**src/rtl/led_sequencer.sv**
```systemverilog
// rtl/led_sequencer.sv - prescaled LED pattern sequencer with GPIO counter tap
//
// Ports:
//   clk   in   system clock
//   rst   in   synchronous reset, active-high
//   en    in   prescaler enable; count holds when low
//   div   in   prescaler terminal count; step period = div+1 cycles
//   mode  in   pattern mode captured on load: 0 ROTL, 1 ROTR, 2 BOUNCE, 3 COUNT
//   load  in   one-cycle strobe: capture mode, reseed pattern, restart prescaler
//   led   out  pattern register
//   gpio  out  low GPIO_W bits of the prescaler count
//   step  out  registered one-cycle advance strobe
//   dir   out  bounce direction: 0 = toward MSB, 1 = toward LSB

module led_sequencer #(
    parameter int LED_W  = 8,
    parameter int DIV_W  = 27,
    parameter int GPIO_W = 27
) (
    input  logic              clk,
    input  logic              rst,
    input  logic              en,
    input  logic [DIV_W-1:0]  div,
    input  logic [1:0]        mode,
    input  logic              load,
    output logic [LED_W-1:0]  led,
    output logic [GPIO_W-1:0] gpio,
    output logic              step,
    output logic              dir
);

    typedef enum logic [1:0] {
        MODE_ROTL   = 2'd0,
        MODE_ROTR   = 2'd1,
        MODE_BOUNCE = 2'd2,
        MODE_COUNT  = 2'd3
    } mode_e;

    mode_e              mode_q;
    logic [DIV_W-1:0]   cnt_q;
    logic               step_q;
    logic [LED_W-1:0]   led_q;
    logic               dir_q;

    logic [LED_W-1:0]   led_d;
    logic               dir_d;

    // Next pattern for one advance; only applied on edges where step_q is set.
    always_comb begin
        led_d = led_q;
        dir_d = dir_q;
        unique case (mode_q)
            MODE_ROTL: led_d = {led_q[LED_W-2:0], led_q[LED_W-1]};
            MODE_ROTR: led_d = {led_q[0], led_q[LED_W-1:1]};
            MODE_BOUNCE: begin
                if (led_q == '0) begin
                    // Pattern lost its bit: restart from the LSB end.
                    led_d = LED_W'(1);
                    dir_d = 1'b0;
                end else if (!dir_q) begin
                    // Turn around in the same edge so the end bit shows for one step only.
                    if (led_q[LED_W-1]) begin
                        dir_d = 1'b1;
                        led_d = led_q >> 1;
                    end else begin
                        led_d = led_q << 1;
                    end
                end else begin
                    if (led_q[0]) begin
                        dir_d = 1'b0;
                        led_d = led_q << 1;
                    end else begin
                        led_d = led_q >> 1;
                    end
                end
            end
            MODE_COUNT: led_d = led_q + LED_W'(1);
            default: led_d = led_q;
        endcase
    end

    always_ff @(posedge clk) begin
        if (rst) begin
            mode_q <= MODE_ROTL;
            cnt_q  <= '0;
            step_q <= 1'b0;
            led_q  <= LED_W'(1);
            dir_q  <= 1'b0;
        end else if (load) begin
            // Any step pending on this edge is dropped along with the old pattern.
            mode_q <= mode_e'(mode);
            cnt_q  <= '0;
            step_q <= 1'b0;
            dir_q  <= 1'b0;
            led_q  <= (mode_e'(mode) == MODE_COUNT) ? '0 : LED_W'(1);
        end else begin
            if (en) begin
                // Equality only: a div lowered below cnt waits for the counter to wrap.
                if (cnt_q == div) begin
                    cnt_q  <= '0;
                    step_q <= 1'b1;
                end else begin
                    cnt_q  <= cnt_q + DIV_W'(1);
                    step_q <= 1'b0;
                end
            end else begin
                step_q <= 1'b0;
            end
            // A registered step advances even if en has since dropped.
            if (step_q) begin
                led_q <= led_d;
                dir_q <= dir_d;
            end
        end
    end

    assign led  = led_q;
    assign step = step_q;
    assign dir  = dir_q;
    assign gpio = cnt_q[GPIO_W-1:0];

endmodule

```
**config.mk**
```make
export PLATFORM = sky130hd
export DESIGN_NAME = led_sequencer
export DESIGN_NICKNAME = d
export VERILOG_FILES = /design/src/rtl/led_sequencer.sv
export SDC_FILE = /design/constraint.sdc
export NUM_CORES = 1
export LEC_CHECK = 0
export CAP_MARGIN = 20
export CORE_ASPECT_RATIO = 1.2
export CORE_UTILIZATION = 34
export DETAILED_ROUTE_END_ITERATION = 7
export GPL_TIMING_DRIVEN = 0
export HOLD_SLACK_MARGIN = 0.02
export SYNTH_ARGS = -nofsm -noshare
export SYNTH_HDL_FRONTEND = slang
export SYNTH_SLANG_ARGS = --single-unit
```
**constraint.sdc**
```tcl
create_clock -name clk -period 1.6 [get_ports clk]
set_input_delay 0.16 -clock clk [delete_from_list [all_inputs] [get_ports clk]]
set_output_delay 0.16 -clock clk [all_outputs]
set_load 0.05 [all_outputs]
```
==> impl_metrics.tcl <==
set metrics [dict create \
    final_cells 492 \
    cts_buffer_depth 2 \
    port_buffers 67 \
    nFillCells 629 \
    violations "negative setup slack" \
    antenna_found_initial 0 \
    clockRootBuffer "clkbuf_8" \
    hold_start "en" \
    cp.required_ns 1.78 \
    syn-cell-area_um2 2485 \
    grt_pass1_vias 2508 \
    syn_area_per_cell_um2 8.174 \
    crit_arrival_ns 1.92 \
    yosys_warnings 0 \
    combPwrFrac_pct 18.2 \
    met3_usage_pct 3.445 \
    grt_busiest_layer "met2" \
    antenna_cells 0 \
    syn_nets 341 \
    cts-hold-fix-buffers 0 \
    wl_per_cell_um 16.57 \
    drive_above_1_share_pct 36.79 \
    grt_max_degree 12 \
    final_cell_mix "dlygate4sd2_1, dfxtp_4, clkdlybuf4s50_1, nor2_1, buf_4" \
    synth.ff_latch_count 39 \
    status "finished with violations" \
    core_area_um2 6937 \
    slew_viol_final 0 \
    synth.yosys.seq_area_share_pct 31.42 \
    die-area_um2 7656 \
    clock_latency_ns 0.29 \
    vias_per_cell 5.337 \
    hp-class "primary input to register" \
    htree_levels 2 \
    start_util_pct 35.82 \
    power.leakage_nw 1.717 \
    seqPwrFrac_pct 48.1 \
    r2r_start "led[0]$_SDFFE_PP1P_" \
    hold_viol 0 \
    vdd_ir_drop_max_v 0.0003288 \
    cts_buffers 5 \
    path_class "register to register" \
    met2_usage_pct 40.46 \
    worst_setup_path_end_kind "register" \
    p_per_area_nw_per_um2 475.8 \
    dpl.hpwl_um 5772 \
    tightestPinTransition_ns 0.5178 \
    dr.first_iter.drc_count 122 \
    dp.cells 458 \
    maxCapViolCount 0 \
    rrSetupSlack_ns -0.14 \
    clock_skew_ns 0.009011 \
    ff_latch_area_um2 898.4 \
    vias 2626 \
    grt_usage_pct 21.93 \
    final_nets 441 \
    gp_congestion 0.9183 \
    slew_headroom_pct 65.43 \
    rsz0062_at_grt "yes" \
    cts.clk_slew.worst_paths_ns 0.08 \
    p_clk_share_pct 33.6 \
    drc 0 \
    p_sw_share_pct 26.74 \
    fmax_mhz 573.3 \
    clkSinkCount 39 \
    internal_power_w 0.001431 \
    first_pass_iters 4 \
    tritoncts "done" \
    p_sw_w 0.0005222 \
    setup_slack_ns -0.1444 \
    crit_start "led[0]$_SDFFE_PP1P_" \
    area.growth.synth_to_final_pct 65.16 \
    grt_first_pass_wirelength_um 12820 \
    critPathMaxFanout 4 \
    pin_count 70 \
    grt.overflow.total 0 \
    multiInputGateArea_um2 1933 \
    yosysUniqueCellTypes 49 \
    synth_cells 304 \
    layout_commonest_cell "dlygate4sd2_1" \
    fp-row-count 33 \
    ant_nets 0 \
    setup_viol 30 \
    die_x_um 80.04 \
    hold_ws_ns 0.2569 \
    finalCriticalPeriod_ns 1.744 \
    grtUsageMet1_pct 24.44 \
    die_h_um 95.65 \
    finalCritPeriodShare_pct 109.0 \
    cp-start-kind "register" \
    wl_um 8153 \
]
[layer usage]
layer  share of wire, %  up-vias
met5                  0        -
met4                2.6        0
met3                4.1       15
met2                 53       92
met1                 41     1248
li1                   -     1271
[synthesized netlist by cell type (all sizes together)]
master | instances | area share (%)
a221oi | 2 | 0.71
and2 | 2 | 0.50
nand3 | 8 | 1.6
a22o | 1 | 0.35
nor3b | 1 | 0.30
o221ai | 1 | 0.35
mux2i | 5 | 2.0
o21a | 2 | 0.60
nor2 | 48 | 7.3
xnor2 | 32 | 11
clkbuf | 11 | 1.7
a211o | 2 | 0.71
nor4b | 2 | 1.2
a211oi | 1 | 0.30
xor2 | 21 | 7.4
a221o | 1 | 0.40
ha | 4 | 2.0
a2bb2oi | 1 | 0.35
o211ai | 1 | 0.30
buf | 5 | 1.2
a41oi | 1 | 0.35
and4 | 4 | 1.4
nor3 | 6 | 1.2
a41o | 1 | 0.40
nand2 | 15 | 2.3
a22oi | 2 | 0.60
nor2b | 4 | 1.0
a21oi | 15 | 3.0
o21ai | 13 | 2.6
and3 | 6 | 1.6
o31ai | 1 | 0.30
or3 | 2 | 0.50
a311o | 2 | 0.81
nand4 | 18 | 5.6
o22ai | 4 | 1.0
dfxtp | 39 | 31
nor4 | 4 | 1.9
or2 | 3 | 0.76
a31o | 1 | 0.35
inv | 9 | 1.4
o221a | 1 | 0.45
or4 | 1 | 0.30
nand2b | 1 | 0.25
[through the flow]
step	setup slack (ns)	setup TNS (ns)	util, %	area, µm²	power, W
after floorplan	-0.1657	-0.3831	-	2661	0.001113
after global placement	-0.4354	-11.61	49.60	3441	0.001243
after detailed placement	-0.4923	-13.12	49.60	3441	0.001242
after CTS	-0.1537	-3.843	53.48	3710	0.001935
after global routing	-0.2002	-5.127	59.16	4104	0.002039
final	-0.1444	-3.092	59.16	4104	0.001953
[cell type report]
type / count / share of cell area, %
multi-input cells: 240 / 47.10
repair buffers: 94 / 21.98
flip-flops and latches: 39 / 21.89
plain buffers: 15 / 3.262
well taps: 87 / 2.652
clock buffers: 7 / 1.860
inverters: 9 / 1.128
clock inverters: 1 / 0.1220
[kinds of logic after synthesis]
group	count (synthesis)	synth area share, %
and+or+nand+nor	125	27.64
xor gates and xnor gates	53	18.68
buffers and inverters	25	4.229
muxes	5	2.014
AOI/OAI and AO/OA	53	14.00
DFF	39	31.42
adders and majority gates	4	2.014
[sequential cells by signal, summed over array words and instances, names as in the netlist]
| name | cells |
|---|---|
| led | 8 |
| gpio | 27 |
| dir | 1 |
| mode_q | 2 |
| step | 1 |
[path summary, 6_finish.rpt]
check / cells after the start / endpoint
worst max register to register: 8 / led[4]$_SDFFE_PP0P_
worst min-delay path: 3 / gpio[1]$_SDFFE_PP0P_
worst max-delay path: 8 / led[4]$_SDFFE_PP0P_
worst min register to register: 2 / gpio[26]$_SDFFE_PP0P_
[critical path: stages, from the launching register on]
cell       delay [ns]
dfxtp_4          0.35
clkbuf_16        0.15
clkinv_8         0.04
ha_4             0.11
nor4b_4          0.24
a211o_1          0.26
o21ai_1          0.07
and3_1           0.15
a221o_1          0.26
[power groups by stage]
| stage | clock (W) | combinational (W) | sequential, W |
|---|---|---|---|
| 2_1_floorplan | 0 | 0.000143 | 0.000971 |
| 3_3_place_gp | 0 | 0.000284 | 0.000959 |
| 3_5_place_dp | 0 | 0.000283 | 0.000959 |
| 4_1_cts | 0.000677 | 0.000319 | 0.000939 |
| 5_1_grt | 0.000719 | 0.000379 | 0.000941 |
| 6_report | 0.000657 | 0.000356 | 0.000940 |
[timing repair]
| item | CTS | global route |
|---|---|---|
| endpoints found under the hold margin | 0 | 0 |
| gates resized for setup | 56 | 73 |
| pin swaps | 19 | 38 |
| gates cloned | 1 | 1 |
| setup buffers | 15 | 11 |
| endpoints found under the setup margin | 65 | 41 |
No activity file was read; power rests on OpenSTA's default activity.
